===== src/rtl/mem_access_unit_pkg.sv =====
// Shared definitions for the load/store access unit: data width, RISC-V
// width codes, FSM state encoding and the access-legality check.
// Latency: n/a (definitions only). Backpressure: n/a.
package mem_access_unit_pkg;

  localparam int XLEN = 64;

  // funct3 width codes (loads use all seven, stores use the low four)
  localparam logic [2:0] F3_B  = 3'b000;
  localparam logic [2:0] F3_H  = 3'b001;
  localparam logic [2:0] F3_W  = 3'b010;
  localparam logic [2:0] F3_D  = 3'b011;
  localparam logic [2:0] F3_BU = 3'b100;
  localparam logic [2:0] F3_HU = 3'b101;
  localparam logic [2:0] F3_WU = 3'b110;

  typedef enum logic [1:0] {
    ST_IDLE  = 2'd0,
    ST_READ  = 2'd1,
    ST_WRITE = 2'd2,
    ST_RESP  = 2'd3
  } state_e;

  // Flags an access that must not touch memory: unsupported width code
  // (unsigned store or funct3 111 load) or not naturally aligned.
  function automatic logic access_error(input logic       is_store,
                                        input logic [2:0] funct3,
                                        input logic [2:0] lane);
    logic err;
    err = 1'b0;
    if (is_store && funct3[2]) begin
      err = 1'b1;
    end else if (funct3 == 3'b111) begin
      err = 1'b1;
    end else begin
      case (funct3[1:0])
        2'b01:   err = lane[0];
        2'b10:   err = |lane[1:0];
        2'b11:   err = |lane;
        default: err = 1'b0;
      endcase
    end
    return err;
  endfunction

endpackage


===== src/rtl/mem_access_unit_lane_align.sv =====
// Byte-lane extract/extend for loads and byte-lane merge for sub-doubleword stores.
// Latency: purely combinational. Backpressure: none.
// Ports: funct3_i width code, lane_i = addr[2:0], dword_i memory doubleword,
//        wdata_i LSB-aligned store data, load_o extended load, merge_o merged store doubleword.
module mem_lane_align
  import mem_access_unit_pkg::*;
(
  input  logic [2:0]      funct3_i,
  input  logic [2:0]      lane_i,
  input  logic [XLEN-1:0] dword_i,
  input  logic [XLEN-1:0] wdata_i,
  output logic [XLEN-1:0] load_o,
  output logic [XLEN-1:0] merge_o
);

  logic [5:0]      bit_off;
  logic [XLEN-1:0] shifted;
  logic [XLEN-1:0] size_mask;
  logic [XLEN-1:0] lane_mask;

  assign bit_off = {lane_i, 3'b000};
  // Addressed bytes moved down to bit 0 so extension works on fixed slices.
  assign shifted = dword_i >> bit_off;

  always_comb begin
    load_o = '0;
    case (funct3_i)
      F3_B:    load_o = {{(XLEN-8){shifted[7]}},   shifted[7:0]};
      F3_H:    load_o = {{(XLEN-16){shifted[15]}}, shifted[15:0]};
      F3_W:    load_o = {{(XLEN-32){shifted[31]}}, shifted[31:0]};
      F3_D:    load_o = shifted;
      F3_BU:   load_o = {{(XLEN-8){1'b0}},  shifted[7:0]};
      F3_HU:   load_o = {{(XLEN-16){1'b0}}, shifted[15:0]};
      F3_WU:   load_o = {{(XLEN-32){1'b0}}, shifted[31:0]};
      default: load_o = '0;
    endcase
  end

  always_comb begin
    size_mask = '1;
    case (funct3_i[1:0])
      2'b00:   size_mask = {{(XLEN-8){1'b0}},  8'hFF};
      2'b01:   size_mask = {{(XLEN-16){1'b0}}, 16'hFFFF};
      2'b10:   size_mask = {{(XLEN-32){1'b0}}, 32'hFFFF_FFFF};
      default: size_mask = '1;
    endcase
  end

  assign lane_mask = size_mask << bit_off;
  assign merge_o   = (dword_i & ~lane_mask) | ((wdata_i << bit_off) & lane_mask);

endmodule


===== src/rtl/mem_access_unit.sv =====
// Load/store unit between pipeline and a doubleword data memory; sub-doubleword stores are read-modify-write.
// Latency: misaligned 1 cycle, load/SD 2 cycles, SB/SH/SW 3 cycles from accept to resp_valid.
// Backpressure: req_ready only in IDLE; one request in flight, response pulse cannot be stalled.
// Ports: clk/reset; req_* pipeline request (valid/ready); resp_* one-cycle completion;
//        MemRead/MemWrite/address/write_data/read_data doubleword memory interface.
module mem_access_unit #(
  parameter int XLEN = 64
) (
  input  logic            clk,
  input  logic            reset,
  input  logic            req_valid,
  output logic            req_ready,
  input  logic            req_is_store,
  input  logic [2:0]      req_funct3,
  input  logic [XLEN-1:0] req_addr,
  input  logic [XLEN-1:0] req_wdata,
  output logic            resp_valid,
  output logic [XLEN-1:0] resp_rdata,
  output logic            resp_misaligned,
  output logic            MemRead,
  output logic            MemWrite,
  output logic [XLEN-1:0] address,
  output logic [XLEN-1:0] write_data,
  input  logic [XLEN-1:0] read_data
);

  import mem_access_unit_pkg::*;

  state_e          state_q, state_d;
  logic            is_store_q;
  logic [2:0]      funct3_q;
  logic [XLEN-1:0] addr_q;
  logic [XLEN-1:0] wdata_q;
  logic [XLEN-1:0] rdata_q;
  logic            err_q;

  logic            accept;
  logic            req_err;
  logic [XLEN-1:0] load_val;
  logic [XLEN-1:0] merge_val;

  assign accept  = req_valid && (state_q == ST_IDLE);
  assign req_err = access_error(req_is_store, req_funct3, req_addr[2:0]);

  always_comb begin
    state_d = state_q;
    case (state_q)
      ST_IDLE: begin
        if (req_valid) begin
          if (req_err) begin
            state_d = ST_RESP;
          end else if (req_is_store && (req_funct3 == F3_D)) begin
            state_d = ST_WRITE;
          end else begin
            // loads, and sub-doubleword stores that need the old doubleword
            state_d = ST_READ;
          end
        end
      end
      ST_READ:  state_d = is_store_q ? ST_WRITE : ST_RESP;
      ST_WRITE: state_d = ST_RESP;
      ST_RESP:  state_d = ST_IDLE;
      default:  state_d = ST_IDLE;
    endcase
  end

  always_ff @(posedge clk or posedge reset) begin
    if (reset) begin
      state_q    <= ST_IDLE;
      is_store_q <= 1'b0;
      funct3_q   <= 3'b000;
      addr_q     <= '0;
      wdata_q    <= '0;
      rdata_q    <= '0;
      err_q      <= 1'b0;
    end else begin
      state_q <= state_d;
      if (accept) begin
        is_store_q <= req_is_store;
        funct3_q   <= req_funct3;
        addr_q     <= req_addr;
        wdata_q    <= req_wdata;
        err_q      <= req_err;
      end
      if (state_q == ST_READ) begin
        rdata_q <= read_data;
      end
    end
  end

  mem_lane_align u_lane_align (
    .funct3_i (funct3_q),
    .lane_i   (addr_q[2:0]),
    .dword_i  (rdata_q),
    .wdata_i  (wdata_q),
    .load_o   (load_val),
    .merge_o  (merge_val)
  );

  assign req_ready       = (state_q == ST_IDLE);
  assign MemRead         = (state_q == ST_READ);
  assign MemWrite        = (state_q == ST_WRITE);
  assign resp_valid      = (state_q == ST_RESP);
  assign resp_misaligned = resp_valid && err_q;
  assign resp_rdata      = (resp_valid && !err_q && !is_store_q) ? load_val : '0;

  // Memory side sees only registered request state, so both buses hold still
  // for the whole READ/WRITE cycle regardless of the pipeline inputs.
  assign address    = {3'b000, addr_q[XLEN-1:3]};
  assign write_data = (funct3_q[1:0] == 2'b11) ? wdata_q : merge_val;

endmodule


===== config.mk =====
export PLATFORM = sky130hd
export DESIGN_NAME = mem_access_unit
export DESIGN_NICKNAME = d
export VERILOG_FILES = /design/src/rtl/mem_access_unit_pkg.sv /design/src/rtl/mem_access_unit_lane_align.sv /design/src/rtl/mem_access_unit.sv
export SDC_FILE = /design/constraint.sdc
export NUM_CORES = 1
export LEC_CHECK = 0
export ABC_AREA = 1
export CORE_MARGIN = 1.5
export CORE_UTILIZATION = 37
export CTS_CLUSTER_SIZE = 14
export DETAILED_ROUTE_END_ITERATION = 6
export GPL_ROUTABILITY_DRIVEN = 1
export PLACE_DENSITY = 0.68
export SLEW_MARGIN = 40
export SYNTH_ARGS = -nofsm -noshare
export SYNTH_HDL_FRONTEND = slang
export SYNTH_SLANG_ARGS = --single-unit

===== constraint.sdc =====
create_clock -name clk -period 6.1 [get_ports clk]
set_clock_uncertainty 0.1 [all_clocks]
set_input_delay 0.61 -clock clk [delete_from_list [all_inputs] [get_ports clk]]
set_output_delay 0.61 -clock clk [all_outputs]
set_load 0.02 [all_outputs]

==> key figures, run 1 <==
Placed design
  • Inst Count DP: 2702
  • Number of port buffers: 392
  • Final Wtd Congestion: 0.972
  • Final HPWL DP: 42600 um

Cells and area
  • # fillers: 3695
  • Finished Layout Cells: between 2k and 3k
  • Share of post-route cells with drive strength above 1: 5.32%
  • Area taken by multi-input logic gates: about 6700 sq um
  • Register Area: around 5000 sq um
  • Final nets: between 2k and 2.5k
  • Area growth from synthesis to layout: 31.1%

Routing
  • DRC: 46
  • Routed Antenna Nets: 0
  • Vias: between 10k and 15k
  • Drt first pass iters: 7
  • WL final: around 56000 um
  • Routed len/inst: 20.4 um
  • Vias per cell: 5.26
  • Starting DRT DRC Count: 1267

Timing
  • Final Setup Violations: 0
  • Worst Max-Slew Pin Slew: about 830 ps
  • Slew HR: 44.9%
  • Final Hold Fails: 0
  • Slew Limit Fails: 0
  • Fin crit period: 4490 ps
  • Fmax: roughly 220 MHz
  • RSZ-0062 raised after global routing: false
  • Final worst path period share: about three quarters
  • Fin Setup TNS: 0 ps

Setup path
  • Req. time, crit path: approximately 5400 ps
  • WP buf/inv: 3
  • Crit path capture type: output pin
  • Slowest cell on the critical path: dfrtp_4
  • Worst-path cell chain: buf_12 > buf_4 > nand2_1 > nand3_1 > nand3_2 > nand2_2 > nand2_4 > nand3_4 > nor2_1 > nor2_1 > clkdlybuf4s50_1
  • Worst path max stage delay: around 700 ps
  • FF-to-FF End: wdata_q[16]
  • Critical path arrival: 3780 ps
  • Largest delay share family, worst path: buffers and inverters
  • WS Path Type: register to output pin
  • Most frequent CP cell: nor2_1
  • Crit path launch type: register
  • R2R depth: 8
  • Reg2Reg Setup Slack: around 3100 ps
  • Reg2reg start: state_q[1]
  • CP max FO: 60

Clocking
  • # hold bufs at CTS: 0
  • Longest Clk Path Bufs: 2
  • H-tree depth: 4
  • Worst-Skew Late Latency: about 450 ps
  • Setup bufs post-CTS: 0
  • Root Buffer: clkbuf_16
  • Clock Pin Slew Worst Setup and Hold Paths: roughly 80 ps
  • TritonCTS buffer count: 17
  • Number of clock sinks: about 200
  • Post-CTS sizing: 0
  • CTS tree: built

Power
  • VDD IR max: 364 uV
  • Power Density: 671 nW/um^2
  • Static Leakage: 0.00807 uW

Synth
  • Ys Warns: 0
  • Synth Instances: 2023
  • Avg Cell Area, Syn: roughly 6.6 sq um
  • Synth top area share: 37.1%
  • Synth area leaders: dfrtp_1, nand2_1, o21ai_0
  • Yosys cell types: 42
  • Post-synthesis sequential area ratio: roughly 37%
  • Synth area leader: dfrtp_1
  • Syn Std Cell Area: around 13000 sq um
  • Count leader, synth: nand2_1
  • Async SR Flop Fraction: 100%
  • EDFF count, synth: 0
  • Commonest cells post-synth: nand2_1, o21ai_0, dfrtp_1
  • Synth Register Bits: slightly below 200
  • Most used flip-flop cell after synthesis: dfrtp_1

Die
  • Initial Util: ~38%
  • DIE HEIGHT: about 190 um
  • # rows: 69
  • Die footprint: roughly 37000 sq um
  • Die W: 194 um
  • Core footprint: 35700 sq um
  • Top Ports: 396

Global route
  • Largest net degree at the start of global routing: 100
  • GR Util All Layers: 29.5%
  • Vias in the first global route: 13.9k
  • Initial antenna violation count: 0
  • First-pass GRT wire length: roughly 84000 um
  • GRT overflow: 0

Status
  • Status: complete, but fails checks
  • Failing checks: design-rule violations

Worst hold path
  • Worst hold path class: input port to async pin

Job
  • MaxCap Viol Count: 0
-- stage by stage --
stage | hold slack, ps | total power, uW | utilization (%) | setup WS, ps | cell area [sq um]
2_1_floorplan | 350 | 7500 | - | 2820 | 13400
3_3_place_gp | 361 | 10500 | 47.5 | 2060 | 17000
3_5_place_dp | 364 | 10600 | 47.6 | 2130 | 17000
4_1_cts | 327 | 11800 | 49.3 | 1620 | 17600
5_1_grt | 350 | 12600 | 49.4 | 1340 | 17600
6_report | 346 | 11800 | 49.4 | 1610 | 17600
-- cell families (layout without fill, tap and decap cells) --
logic type | count (synthesis) | count (layout) | synth area share, %
compound gates | 408 | 408 | 16.9
fa+ha+maj | 4 | 4 | 0.373
buf+inv | 346 | 595 | 13.0
flops | 199 | 199 | 37.1
mux | 9 | 9 | 0.699
other cells | 1 | 4 | 0.0279
simple gates | 1056 | 1056 | 31.9
-- cells in the final DEF (no fill, tap or decap), drive strengths merged, types with 20 or more instances in the layout --
| cell type | netlist | layout |
|---|---|---|
| o211ai | 63 | 63 |
| nand3 | 121 | 121 |
| dfrtp | 199 | 199 |
| nor2 | 105 | 105 |
| o21ai | 280 | 280 |
| clkdlybuf4s50 | 0 | 392 |
| clkbuf | 63 | 20 |
| buf | 135 | 23 |
| inv | 147 | 148 |
| a21oi | 52 | 52 |
| nand2 | 822 | 822 |
-- flip-flops by register name (all words and copies together), names as in the netlist --
register / cells
rdata_q: 64
is_store_q: 1
funct3_q: 3
err_q: 1
addr_q: 64
wdata_q: 64
state_q: 2
-- power breakdown --
group | switching [uW] | internal, uW | total [uW]
Sequential | 645 | 1960 | 2600
Clock | 525 | 656 | 1180
Combinational | 5200 | 2840 | 8040
Total | 6370 | 5460 | 11800
-- per-layer routing --
metal / share of wire, % / vias up / GRT usage [%] / wire (um)
met5: 0 / - / 0 / 0
met4: 3.5 / 0 / 10.7 / 1960
met3: 9.2 / 95 / 6.42 / 5160
met2: 46 / 722 / 47.6 / 25500
met1: 42 / 6718 / 38.8 / 23300
li1: - / 6868 / - / -
-- cell type report --
| cell class | instances | area share [%] |
|---|---|---|
| Antenna cell | 1 | 0.0142 |
| Clock buffer | 20 | 2.54 |
| Clock inverter | 12 | 0.859 |
| Inverter | 148 | 3.23 |
| Multi-Input combinational cell | 1480 | 38.3 |
| Sequential cell | 199 | 28.3 |
| Tap cell | 461 | 3.27 |
| Timing Repair Buffer | 415 | 23.5 |
-- worst max-delay path by stage --
stage                           start              to  cells after the start
after global placement    funct3_q[1]   resp_rdata[8]                      9
final                       addr_q[0]  resp_rdata[58]                     11
after floorplan                 reset       addr_q[0]                      1
after detailed placement    addr_q[0]  resp_rdata[60]                     11
after global routing        addr_q[0]  resp_rdata[58]                     11
after CTS                   addr_q[0]  resp_rdata[60]                     11
No activity file was read; power rests on OpenSTA's default activity.
==> run 2, diff against run 1 <==
--- a/config.mk
+++ b/config.mk
@@ -11,7 +11,7 @@
 export CTS_CLUSTER_SIZE = 14
 export DETAILED_ROUTE_END_ITERATION = 6
 export GPL_ROUTABILITY_DRIVEN = 1
-export PLACE_DENSITY = 0.68
+export PLACE_DENSITY = 0.65
 export SLEW_MARGIN = 40
 export SYNTH_ARGS = -nofsm -noshare
 export SYNTH_HDL_FRONTEND = slang
==> constraint.sdc (replaced) <==
create_clock -name clk -period 4.7 [get_ports clk]
set_clock_uncertainty 0.1 [all_clocks]
set_input_delay 0.47 -clock clk [delete_from_list [all_inputs] [get_ports clk]]
set_output_delay 0.47 -clock clk [all_outputs]
set_load 0.02 [all_outputs]
==> run 2 against run 1 <==
  * The flow still finishes with violations (design-rule violations)
  * First-iteration DRC count rose by 20%
  * Critical path depth fell by 2
  * Count of clock-buffer cells in the layout fell by 2
  * Routed wire length rose by 1.4%
  * Power rose by 31%
  * Worst hold slack got worse by 180 ps
  * Utilization rose by 0.11 points
  * Sequential share of layout area fell by 0.060 points
  * Largest power group unchanged
==> key figures, run 2 (same netlist as run 1, synthesis figures left out) <==
Clocking
  • # hold bufs at CTS: 0
  • Worst-Skew Late Latency: between 400 and 500 ps
  • Root Buffer: clkbuf_16
  • Setup bufs post-CTS: 0
  • H-tree depth: 4
  • Number of clock sinks: 199
  • CTS tree: built
  • TritonCTS buffer count: 17
  • Post-CTS sizing: 0
  • Longest Clk Path Bufs: 2
  • Clock Pin Slew Worst Setup and Hold Paths: 70 ps

Timing
  • Fmax: 245 MHz
  • Slew Limit Fails: 0
  • RSZ-0062 raised after global routing: false
  • Slew HR: 44.7%
  • Fin crit period: roughly 4000 ps
  • Final Setup Violations: 0
  • Final worst path period share: 86.7%
  • Worst Max-Slew Pin Slew: 821 ps
  • Final Hold Fails: 0
  • Fin Setup TNS: 0 ps

Setup path
  • Crit path launch type: register
  • Worst path max stage delay: 630 ps
  • Crit path capture type: output pin
  • Critical path arrival: 3500 ps
  • Worst-path cell chain: buf_4 > buf_4 > o21ai_0 > o21ai_0 > o21ai_1 > nand2_1 > nand2_1 > inv_1 > clkdlybuf4s50_1
  • R2R depth: 5
  • Req. time, crit path: slightly above 4000 ps
  • WS Path Type: register to output pin
  • Slowest cell on the critical path: dfrtp_4
  • CP max FO: between 50 and 60

Routing
  • Vias: about 14k
  • DRC: between 40 and 50
  • Starting DRT DRC Count: between 1.5k and 2k
  • Vias per cell: ~5.2
  • Routed len/inst: 20.7 um
  • Routed Antenna Nets: 0
  • Drt first pass iters: 7
  • WL final: around 57000 um

Global route
  • Vias in the first global route: 13.9k
  • Initial antenna violation count: 0
  • GRT overflow: 0
  • First-pass GRT wire length: between 80000 and 90000 um
  • GR Util All Layers: between 30% and 40%
  • Largest net degree at the start of global routing: 99

Placed design
  • Final Wtd Congestion: 1.00
  • Inst Count DP: 2703
  • Post-DP Area: around 17000 sq um
  • Final HPWL DP: 43500 um
  • Number of port buffers: slightly below 400

Cells and area
  • Design Area, Final: about 18000 sq um
  • Share of post-route cells with drive strength above 1: under 10%
  • Register Area: 4990 sq um
  • # fillers: ~3.6k
  • Final nets: approximately 2.5k
  • Most common cell after layout, fill and taps aside: nand2_1
  • Fin util: 49.5%
  • Biggest regs: addr_q (64), rdata_q (64), wdata_q (64)
  • Finished Layout Cells: roughly 2.7k
  • Area growth from synthesis to layout: 31.4%
  • Most frequent cells in the layout: nand2_1, clkdlybuf4s50_1, o21ai_0, dfrtp_1, inv_1
  • Area taken by multi-input logic gates: roughly 6700 sq um

Job
  • MaxCap Viol Count: 0

Power
  • VDD IR max: 475 uV
  • Static Leakage: 0.00809 uW
  • Final Total Pwr: 15500 uW
  • Power Density: between 800 and 900 nW/um^2

Status
  • Failing checks: design-rule violations
  • Status: complete, but fails checks

Die
  • DIE HEIGHT: 194 um
  • Core footprint: about 36000 sq um
  • # rows: 69
  • Die W: between 150 and 200 um
  • Initial Util: a little under two fifths
  • Die footprint: between 30000 and 40000 sq um
  • Top Ports: around 400

Worst hold path
  • Worst hold path class: input port to async pin
## run 2: power breakdown
part | leakage (uW) | total [uW] | internal [uW] | switching, uW
sequential | 0.00246 | 3410 | 2540 | 872
combinational | 0.00532 | 10500 | 3670 | 6780
clock | 0.000313 | 1650 | 920 | 728
## run 2: cell type report
class                      instances  area share (%)
antenna                            1          0.0142
clock buffer                      18            2.49
clock inverter                    14            1.20
inverter                         148            3.24
multi-input combinational       1480            38.2
sequential                       199            28.2
tap                              461            3.27
timing repair buffer             415            23.4
## run 2: final timing paths
kind	start	end	slack, ps
max in group asynchronous	reset	addr_q[0]	3430
hold reg to reg	addr_q[29]	addr_q[29]	380
setup reg to reg	state_q[1]	rdata_q[26]	2400
hold / removal	reset	wdata_q[42]	170
min in group clk	addr_q[29]	addr_q[29]	380
setup / recovery	addr_q[0]	resp_rdata[19]	630
## run 2: worst max-delay path: cells and delay by family, from the launching register on
kind	cells	cell delay (ps)
flops	1	630
simple gates	2	170
compound gates	3	720
buf+inv	4	1520
## run 2: per-layer routing
metal  global-route usage, %  wire, um
met4                    10.0      1630
met3                    6.38      4550
met1                    39.6     24100
met5                       0         0
met2                    49.3     26400
## run 2: stage by stage
stage	worst slack (ps)	hold slack, ps
5_1_grt	427	164
3_5_place_dp	1140	364
2_1_floorplan	1560	350
4_1_cts	623	152
3_3_place_gp	1170	361
6_report	626	171
